**src/rtl/ssd_pkg.sv**
```systemverilog
// ssd_pkg -- shared constants and types for the seven-segment scan decoder.
//   SEG_*        : active-low segment patterns, bit order {g,f,e,d,c,b,a}
//   CODE_BLANK   : code reported for a dark digit
//   CODE_INVALID : code reported for an unrecognised pattern
//   state_e      : frame FSM states
// Optional feature macro: SSD_HEX_DECODE_EN adds the A..F glyph patterns.
package ssd_pkg;

  localparam logic [6:0] SEG_0     = 7'b1000000;
  localparam logic [6:0] SEG_1     = 7'b1111001;
  localparam logic [6:0] SEG_2     = 7'b0100100;
  localparam logic [6:0] SEG_3     = 7'b0110000;
  localparam logic [6:0] SEG_4     = 7'b0011001;
  localparam logic [6:0] SEG_5     = 7'b0010010;
  localparam logic [6:0] SEG_6     = 7'b0000010;
  localparam logic [6:0] SEG_7     = 7'b1111000;
  localparam logic [6:0] SEG_8     = 7'b0000000;
  localparam logic [6:0] SEG_9     = 7'b0010000;
  localparam logic [6:0] SEG_BLANK = 7'b1111111;

`ifdef SSD_HEX_DECODE_EN
  localparam logic [6:0] SEG_A     = 7'b0001000;
  localparam logic [6:0] SEG_B     = 7'b0000011;
  localparam logic [6:0] SEG_C     = 7'b1000110;
  localparam logic [6:0] SEG_D     = 7'b0100001;
  localparam logic [6:0] SEG_E     = 7'b0000110;
  localparam logic [6:0] SEG_F     = 7'b0001110;
`endif

  localparam logic [3:0] CODE_BLANK   = 4'hF;
  localparam logic [3:0] CODE_INVALID = 4'hE;

  typedef enum logic {
    COLLECT = 1'b0,
    HOLD    = 1'b1
  } state_e;

endpackage

```
**src/rtl/ssd_pattern_decode.sv**
```systemverilog
// ssd_pattern_decode -- combinational segment pattern to digit code lookup.
//   seg_n_i   in  7  active-low segment pattern {g,f,e,d,c,b,a}
//   code_o    out 4  decoded digit code (0..9, 0xF blank, 0xE unrecognised)
//   invalid_o out 1  pattern not in the table
// Optional feature macro: SSD_HEX_DECODE_EN decodes the A..F glyphs to 0xA..0xF.
module ssd_pattern_decode
  import ssd_pkg::*;
(
  input  logic [6:0] seg_n_i,
  output logic [3:0] code_o,
  output logic       invalid_o
);

  always_comb begin
    code_o    = CODE_INVALID;
    invalid_o = 1'b0;
    case (seg_n_i)
      SEG_0:     code_o = 4'h0;
      SEG_1:     code_o = 4'h1;
      SEG_2:     code_o = 4'h2;
      SEG_3:     code_o = 4'h3;
      SEG_4:     code_o = 4'h4;
      SEG_5:     code_o = 4'h5;
      SEG_6:     code_o = 4'h6;
      SEG_7:     code_o = 4'h7;
      SEG_8:     code_o = 4'h8;
      SEG_9:     code_o = 4'h9;
      SEG_BLANK: code_o = CODE_BLANK;
`ifdef SSD_HEX_DECODE_EN
      SEG_A:     code_o = 4'hA;
      SEG_B:     code_o = 4'hB;
      SEG_C:     code_o = 4'hC;
      SEG_D:     code_o = 4'hD;
      SEG_E:     code_o = 4'hE;
      // Same code as blank; only the driven pattern tells them apart.
      SEG_F:     code_o = 4'hF;
`endif
      default:   invalid_o = 1'b1;
    endcase
  end

endmodule

```
**src/rtl/ssd_scan_decoder.sv**
```systemverilog
// ssd_scan_decoder -- recovers the digits shown on a multiplexed, active-low
// seven-segment bus and presents each complete frame on a valid/ready port.
//   clk        in   1             system clock
//   rst_n      in   1             asynchronous active-low reset
//   seg_n      in   7             segment lines, active-low {g,f,e,d,c,b,a}
//   sel_n      in   NUM_DIGITS    digit selects, active-low, one-hot when valid
//   clear      in   1             synchronous flush of frame, outputs and flags
//   ready_i    in   1             consumer accepts value_o
//   valid_o    out  1             frame available
//   value_o    out  4*NUM_DIGITS  digit codes, digit i in [4i+3:4i]
//   invalid_o  out  NUM_DIGITS    per-digit unrecognised-pattern flags
//   overrun_o  out  1             sticky: a completed frame was dropped
// Optional feature macro: SSD_HEX_DECODE_EN (hex glyphs in ssd_pattern_decode).
module ssd_scan_decoder
  import ssd_pkg::*;
#(
  parameter int NUM_DIGITS    = 4,
  parameter int STABLE_CYCLES = 4
) (
  input  logic                    clk,
  input  logic                    rst_n,
  input  logic [6:0]              seg_n,
  input  logic [NUM_DIGITS-1:0]   sel_n,
  input  logic                    clear,
  input  logic                    ready_i,
  output logic                    valid_o,
  output logic [4*NUM_DIGITS-1:0] value_o,
  output logic [NUM_DIGITS-1:0]   invalid_o,
  output logic                    overrun_o
);

  localparam int         SW        = NUM_DIGITS + 7;
  localparam logic [7:0] STABLE_N  = 8'(STABLE_CYCLES);
  localparam logic [7:0] STABLE_M1 = 8'(STABLE_CYCLES - 1);

  // ---------------------------------------------------------------- sync
  // Flops reset to all-ones, the idle (dark, deselected) bus level, so the
  // filter never sees a phantom selected digit coming out of reset.
  logic [6:0]            seg_meta_q, seg_sync_q;
  logic [NUM_DIGITS-1:0] sel_meta_q, sel_sync_q;

  always_ff @(posedge clk or negedge rst_n) begin
    if (!rst_n) begin
      seg_meta_q <= '1;
      seg_sync_q <= '1;
      sel_meta_q <= '1;
      sel_sync_q <= '1;
    end else begin
      seg_meta_q <= seg_n;
      seg_sync_q <= seg_meta_q;
      sel_meta_q <= sel_n;
      sel_sync_q <= sel_meta_q;
    end
  end

  // ------------------------------------------------------ stability filter
  logic [SW-1:0]         samp, samp_prev_q;
  logic [7:0]            cnt_q, cnt_d;
  logic                  samp_same;
  logic [NUM_DIGITS-1:0] sel_act;
  logic                  sel_onehot;
  logic                  accept;

  assign samp       = {sel_sync_q, seg_sync_q};
  assign samp_same  = (samp == samp_prev_q);
  assign sel_act    = ~sel_sync_q;
  assign sel_onehot = (sel_act != '0) &&
                      ((sel_act & (sel_act - NUM_DIGITS'(1))) == '0);
  // Fires only on the transition into saturation, so a held digit is
  // accepted once and re-arms only when the sample changes.
  assign accept     = !clear && samp_same && (cnt_q == STABLE_M1) && sel_onehot;

  always_comb begin
    cnt_d = cnt_q;
    if (clear) begin
      cnt_d = '0;
    end else if (!samp_same) begin
      cnt_d = 8'd1;
    end else if (cnt_q != STABLE_N) begin
      cnt_d = cnt_q + 8'd1;
    end
  end

  always_ff @(posedge clk or negedge rst_n) begin
    if (!rst_n) begin
      samp_prev_q <= '1;
      cnt_q       <= '0;
    end else begin
      samp_prev_q <= samp;
      cnt_q       <= cnt_d;
    end
  end

  // ---------------------------------------------------------------- decode
  logic [3:0] dec_code;
  logic       dec_invalid;

  ssd_pattern_decode u_decode (
    .seg_n_i   (seg_sync_q),
    .code_o    (dec_code),
    .invalid_o (dec_invalid)
  );

  // ---------------------------------------------------------- frame buffer
  logic [NUM_DIGITS-1:0]   wr_en;
  logic [NUM_DIGITS-1:0]   seen_q, seen_d;
  logic [4*NUM_DIGITS-1:0] buf_code_q;
  logic [NUM_DIGITS-1:0]   buf_inv_q;
  logic                    seen_full;

  for (genvar gi = 0; gi < NUM_DIGITS; gi++) begin : g_wr
    assign wr_en[gi] = accept & sel_act[gi];
  end

  assign seen_full = &seen_q;

  // Every completion (load, reload or drop) starts a fresh frame; an accept
  // on that same edge belongs to the new frame and is kept.
  always_comb begin
    seen_d = seen_q;
    if (clear) begin
      seen_d = '0;
    end else begin
      if (seen_full) seen_d = '0;
      seen_d = seen_d | wr_en;
    end
  end

  always_ff @(posedge clk or negedge rst_n) begin
    if (!rst_n) begin
      seen_q     <= '0;
      buf_code_q <= '0;
      buf_inv_q  <= '0;
    end else begin
      seen_q <= seen_d;
      for (int i = 0; i < NUM_DIGITS; i++) begin
        if (wr_en[i]) begin
          buf_code_q[4*i +: 4] <= dec_code;
          buf_inv_q[i]         <= dec_invalid;
        end
      end
    end
  end

  // ------------------------------------------------------------------- FSM
  state_e state_q, state_d;
  logic   load_out;
  logic   set_ovr;

  always_ff @(posedge clk or negedge rst_n) begin
    if (!rst_n) state_q <= COLLECT;
    else        state_q <= state_d;
  end

  always_comb begin
    state_d  = state_q;
    load_out = 1'b0;
    set_ovr  = 1'b0;
    if (clear) begin
      state_d = COLLECT;
    end else begin
      case (state_q)
        COLLECT: begin
          if (seen_full) begin
            load_out = 1'b1;
            state_d  = HOLD;
          end
        end
        HOLD: begin
          if (ready_i) begin
            if (seen_full) load_out = 1'b1;
            else           state_d  = COLLECT;
          end else if (seen_full) begin
            set_ovr = 1'b1;
          end
        end
        default: state_d = COLLECT;
      endcase
    end
  end

  // ---------------------------------------------------------------- outputs
  logic [4*NUM_DIGITS-1:0] value_q;
  logic [NUM_DIGITS-1:0]   invalid_q;
  logic                    overrun_q;

  always_ff @(posedge clk or negedge rst_n) begin
    if (!rst_n) begin
      value_q   <= '0;
      invalid_q <= '0;
      overrun_q <= 1'b0;
    end else if (clear) begin
      value_q   <= '0;
      invalid_q <= '0;
      overrun_q <= 1'b0;
    end else begin
      if (load_out) begin
        value_q   <= buf_code_q;
        invalid_q <= buf_inv_q;
      end
      if (set_ovr) overrun_q <= 1'b1;
    end
  end

  assign valid_o   = (state_q == HOLD);
  assign value_o   = value_q;
  assign invalid_o = invalid_q;
  assign overrun_o = overrun_q;

endmodule

```
**config.mk**
```make
export PLATFORM = sky130hd
export DESIGN_NAME = ssd_scan_decoder
export DESIGN_NICKNAME = d
export VERILOG_FILES = /design/src/rtl/ssd_pkg.sv /design/src/rtl/ssd_pattern_decode.sv /design/src/rtl/ssd_scan_decoder.sv
export SDC_FILE = /design/constraint.sdc
export NUM_CORES = 1
export LEC_CHECK = 0
export ABC_AREA = 1
export CORE_MARGIN = 2
export CORE_UTILIZATION = 55
export DETAILED_ROUTE_END_ITERATION = 8
export GPL_TIMING_DRIVEN = 1
export HOLD_SLACK_MARGIN = 0.1
export PLACE_DENSITY = 0.75
export RECOVER_POWER = 100
export SYNTH_ARGS = -nofsm -noshare
export SYNTH_HDL_FRONTEND = slang
export SYNTH_HIERARCHICAL = 1
export SYNTH_SLANG_ARGS = --single-unit
```
**constraint.sdc**
```tcl
create_clock -name clk -period 3.1 [get_ports clk]
set_input_delay 0.775 -clock clk [delete_from_list [all_inputs] [get_ports clk]]
set_output_delay 0.775 -clock clk [all_outputs]
set_load 0.05 [all_outputs]
```
==> qor.yml, run 1 <==
drt_first_iter_violations: 180
netlist_top_cells_count: "nand2_1, dfrtp_1, inv_1"
route.detailed.drc: 0
synth_top_area_frac: 0.360
wl_per_cell_um: 13.2
synth_nets: 422
p_total_uw: 2100
wl_mm: 7.03
cts_root_buf: "clkbuf_8"
syn_to_final_growth_pct: 15.6
cp-endpoint: "buf_inv_q[0]"
reg2reg_from: "seg_sync_q[4]"
critPathLaunch: "clear"
clock_skew_ns: 0.0137
antenna_found_initial: 0
portBuffers: 36
die_width_um: 86.7
cts_sinks: 87
grt_pass1_wl_mm: 12.5
stdcell_count: 532
viasPerCell: 5.15
p_per_area_nw_per_um2: 483
drive_gt1_frac: 0.146
nFillCells: 557
hpwl_mm: 4.80
synth.distinct_cells: 31
nets: 464
ys.flop_type: "dfrtp_1"
gp_congestion: 0.844
cts_resized: 0
post-cts-setup-buffer-count: 0
crit_type: "in -> reg"
htree_num_levels: 3
grt.overflow.total: 0
synth_most_common_cell: "nand2_1"
grt_max_degree: 78
violations: "max-capacitance violations, max-slew violations"
setup_tns_ns: 0
relSlewSlack: -0.221
diodes: 0
setup_viol: 0
maxCapViolCount: 1
rows: 30
drt-pass1-iter-count: 4
slew_violations: 78
seq_area_frac_synth: 0.590
cp-end-kind: "flop"
tritoncts: "built"
yosysTopAreaCell: "dfrtp_1"
synth_edf_count: 0
status: "finished with violations"
synthArstFlopShare: 1.00
ir_drop_mv: 0.294
synth_area_leaders: "dfrtp_1, dfstp_2, nand2_1"
ant_nets: 0
coreArea_um2: 6720
synth_cells: 405
required_ns: 3.40
pin_count: 37
hold_violations: 0
die_area_um2: 7510
dp_slack_ns: 0.787
globalRouteTotalUtil: 0.215
ys_ff_latch: 87
ff2ff_path_depth: 8
start_util: 0.559
clock_latency_ns: 0.36
synth_warnings: 6
rrSetupSlack_ns: 0.84
synthesis.area_um2: 3760
syn_area_per_cell_um2: 9.28
cts.hold.buffers_added: 0
worstMarginPinSlew_ns: 1.83
grt_setup_unrepaired: "no"
grt_pass1_vias: 2726
startpoint_type: "input port"
leakagePower_uw: 0.00208
placed_cells: 516
finalCritPeriodShare: 0.809
vias: 2741
path_clk_slew_ns: 0.09
fmax_ghz: 0.399
crit_path_max_fanout: 20
arrival_ns: 2.80
hold_class: "reg -> reg"
cts_buffer_depth: 2
cts_buffers: 9
die_y_um: 86.7
fin_crit_ns: 2.51
finalWorstSetupSlack_ns: 0.592
hold_slack_ns: 0.364
rr_endpoint: "buf_inv_q[0]"
==> routing by layer <==
layer | wire length (um) | GRT usage | part of all wire
met1 | 3320 | 0.295 | 0.47
met2 | 3320 | 0.343 | 0.47
met3 | 323 | 0.0486 | 0.046
met4 | 73 | 0.0724 | 0.010
met5 | 0 | 0 | 0
==> worst max-delay path, stage by stage <==
cell,delay (ns)
dlygate4sd3_1,0.55
inv_1,0.31
nand4_1,0.45
nor2_4,0.48
nand3_1,0.14
nand2_1,0.10
==> cell families (layout without fill, tap and decap cells) <==
logic type,after synthesis,count (layout),synth area share
XOR/XNOR,8,8,0.0186
AO/OA/AOI/OAI,38,38,0.0583
flip-flops,87,87,0.590
buffers and inverters,68,115,0.0723
adder cells (fa/ha/maj),2,2,0.00666
AND/OR/NAND/NOR,202,202,0.254
==> worst min-delay path by stage <==
stage | start | to | slack, ns | depth (start not counted)
2_1_floorplan | seg_meta_q[0] | seg_sync_q[0] | 0.35 | 0
3_3_place_gp | seg_meta_q[6] | seg_sync_q[6] | 0.35 | 0
3_5_place_dp | seg_meta_q[1] | seg_sync_q[1] | 0.35 | 0
4_1_cts | seg_meta_q[6] | seg_sync_q[6] | 0.35 | 0
5_1_grt | seg_meta_q[6] | seg_sync_q[6] | 0.37 | 0
6_report | seg_meta_q[2] | seg_sync_q[2] | 0.36 | 0
==> layout make-up <==
class | instances | area (um2) | area share
sequential | 87 | 2220 | 0.511
multi-input combinational | 250 | 1220 | 0.281
timing repair buffer | 40 | 378 | 0.0870
inverter | 59 | 221 | 0.0510
clock buffer | 10 | 138 | 0.0317
tap | 80 | 100 | 0.0230
clock inverter | 6 | 67.6 | 0.0156
==> sequential cells by signal, summed over array words and instances, names as in the netlist <==
| name | flops |
|---|---|
| buf_code_q | 16 |
| value_o | 16 |
| samp_prev_q | 11 |
| cnt_q | 8 |
| seg_meta_q | 7 |
| seg_sync_q | 7 |
| buf_inv_q | 4 |
| invalid_o | 4 |
| seen_q | 4 |
| sel_meta_q | 4 |
| sel_sync_q | 4 |
| overrun_o | 1 |
| valid_o | 1 |
==> where the power goes <==
group / internal, uW / switching, uW
sequential: 1170 / 19.4
combinational: 31.9 / 68.8
clock: 397 / 408
==> through the flow <==
stage	utilization	cell area (um2)
floorplan	-	3760
global placement	0.624	4200
detailed placement	0.624	4200
CTS	0.655	4400
global route	0.646	4340
finish	0.646	4340
==> layout by cell type (no fill, tap or decap), drive strengths merged <==
cell	count
nor3	5
buf	2
o21ai	21
dfstp	33
o31ai	2
nor2	33
nor3b	2
xor2	5
a31oi	3
ha	2
inv	60
dlygate4sd3	35
clkinv	3
or2	1
clkbuf	13
a21oi	10
o211ai	1
nand4	8
bufinv	1
nand2	104
clkinvlp	1
xnor2	3
a211oi	1
dfrtp	54
nand3	49
Note: power is estimated with default switching activity, not from simulation.
==> run 2: changes to the inputs <==
Settings changed: CORE_UTILIZATION 55 to 51, PLACE_DENSITY 0.75 to 0.73.
Clock period 3.1 ns to 2.1 ns, I/O delays scaled along.
==> run 2 against run 1 <==
  * The flow now finishes without violations
  * Clock skew grew 0.00079 ns
  * Die area grew 7.5%
  * Via count grew 2.3%
  * Register-to-register slack lost 0.63 ns
  * Worst setup slack lost 0.54 ns
  * Utilization shrank 2.7 points
  * Critical path type is now reg -> out
==> qor.yml, run 2 (synthesized netlist as in run 1, its figures left out) <==
cts_root_buf: "clkbuf_8"
relSlewSlack: 0.427
gp_congestion: 0.897
drt-pass1-iter-count: 4
cts_sinks: 87
pin_count: 37
syn_to_final_growth_pct: 18.3
power_frac_seq: 0.552
hpwl_mm: 5.13
grt_setup_unrepaired: "no"
maxCapViolCount: 0
clock_power_share: 0.400
nets: 468
layout_commonest_cell: "nand2_1"
clock_latency_ns: 0.35
rows: 31
rr_endpoint: "buf_code_q[8]"
cts.hold.buffers_added: 0
status: "complete, no violations"
route.detailed.drc: 0
vias: 2803
critPathLaunch: "value_o[1]"
die_y_um: 89.8
wl_per_cell_um: 12.8
nFillCells: 623
htree_num_levels: 3
grt_pass1_vias: 2821
stdcell_count: 555
setup_tns_ns: 0
setup_viol: 0
crit_path_max_fanout: 2
p_per_area_nw_per_um2: 717
wl_mm: 7.11
ir_drop_mv: 0.655
crit_path_top_delay_cell: "clkdlybuf4s50_1"
cp-end-kind: "output port"
fmax_ghz: 0.487
arrival_ns: 1.53
slew_violations: 0
hold_violations: 0
power.switching_uw: 705
hold_class: "in -> async"
leakagePower_uw: 0.00205
cp_num_cells: 1
crit_chain: "clkdlybuf4s50_1"
reg2reg_from: "seg_sync_q[0]"
multi_input_area_um2: 1270
grt.overflow.total: 0
worstMarginPinSlew_ns: 0.859
die_area_um2: 8070
ff2ff_path_depth: 9
pwr-share-comb: 0.049
finalCritPeriodShare: 0.977
cts_buffers: 9
cp_top_family: "buffers and inverters"
rrSetupSlack_ns: 0.21
globalRouteTotalUtil: 0.192
p_total_uw: 3190
swShare: 0.221
tritoncts: "built"
cp-endpoint: "value_o[1]"
die_width_um: 89.8
cpPeakStageDelay_ns: 0.81
startpoint_type: "flop"
antenna_found_initial: 0
grt_pass1_wl_mm: 12.6
start_util: 0.524
path_clk_slew_ns: 0.09
ant_nets: 0
viasPerCell: 5.05
cp_num_buf_inv: 1
ff_latch_area_um2: 2220
placed_cells: 538
cts_buffer_depth: 2
drive_gt1_frac: 0.167
fin_crit_ns: 2.05
crit_type: "reg -> out"
diodes: 0
layout_common_cells: "nand2_1, dfrtp_1, inv_1, nand3_1, dfstp_2"
drt_first_iter_violations: 111
portBuffers: 36
clock_skew_ns: 0.0145
required_ns: 1.57
grt_max_degree: 39
coreArea_um2: 7180
p_int_uw: 2480
-- run 2: cell types whose count changed in the layout (fill, tap and decap cells not counted), sizes merged --
cell | before | now
dlygate4sd3 | 35 | 12
buf | 2 | 3
nor2 | 33 | 34
inv | 60 | 59
clkbuf | 13 | 17
clkinv | 3 | 2
bufinv | 1 | 2
clkdlybuf4s50 | 0 | 22
-- run 2: metrics by stage --
stage | instance area, um2 | hold slack [ns] | setup slack, ns | util
5_1_grt | 4450 | 0.336 | 0.00625 | 0.620
3_5_place_dp | 4250 | 0.347 | 0.166 | 0.593
3_3_place_gp | 4250 | 0.346 | 0.165 | 0.593
6_report | 4450 | 0.274 | 0.0475 | 0.620
2_1_floorplan | 3760 | 0.229 | 0.498 | -
4_1_cts | 4480 | 0.137 | 0.0338 | 0.624
-- run 2: cell type report --
class | count | share of cell area
Tap cell | 99 | 0.0279
Inverter | 59 | 0.0498
Clock inverter | 5 | 0.0183
Multi-Input combinational cell | 251 | 0.286
Sequential cell | 87 | 0.499
Timing Repair Buffer | 43 | 0.0875
Clock buffer | 11 | 0.0318
-- run 2: how the worst min path moves through the flow --
stage	startpoint	end	slack, ns
after floorplan	rst_n	buf_code_q[0]	0.23
final	rst_n	value_o[8]	0.27
after global placement	seg_meta_q[6]	seg_sync_q[6]	0.35
after global routing	rst_n	value_o[10]	0.34
after detailed placement	sel_meta_q[2]	sel_sync_q[2]	0.35
after CTS	rst_n	value_o[8]	0.14
-- run 2: power by group through the flow --
stage / clock network [uW] / registers (uW) / logic [uW]
finish: 1270 / 1760 / 155
global placement: 0 / 1790 / 166
global route: 1380 / 1770 / 178
CTS: 1310 / 1760 / 170
detailed placement: 0 / 1790 / 169
floorplan: 0 / 1790 / 81.0
-- run 2: metal layers --
layer / global-route usage / share of wire / vias to the layer above
met5: 0 / 0 / -
met3: 0.0419 / 0.039 / 8
met1: 0.244 / 0.45 / 1360
met4: 0.0744 / 0.016 / 0
met2: 0.324 / 0.49 / 59
li1: - / - / 1376
-- run 2: timing repair --
action | CTS | global route
gates resized for setup | 0 | 2
setup endpoints to repair | 0 | 12
setup buffers | 0 | 0
==> run 3: changes to the inputs <==
Settings changed: CTS_CLUSTER_DIAMETER set to 40.
==> results of run 3 <==
Same layout as run 2: the final DEF is identical, and so are final timing and power.
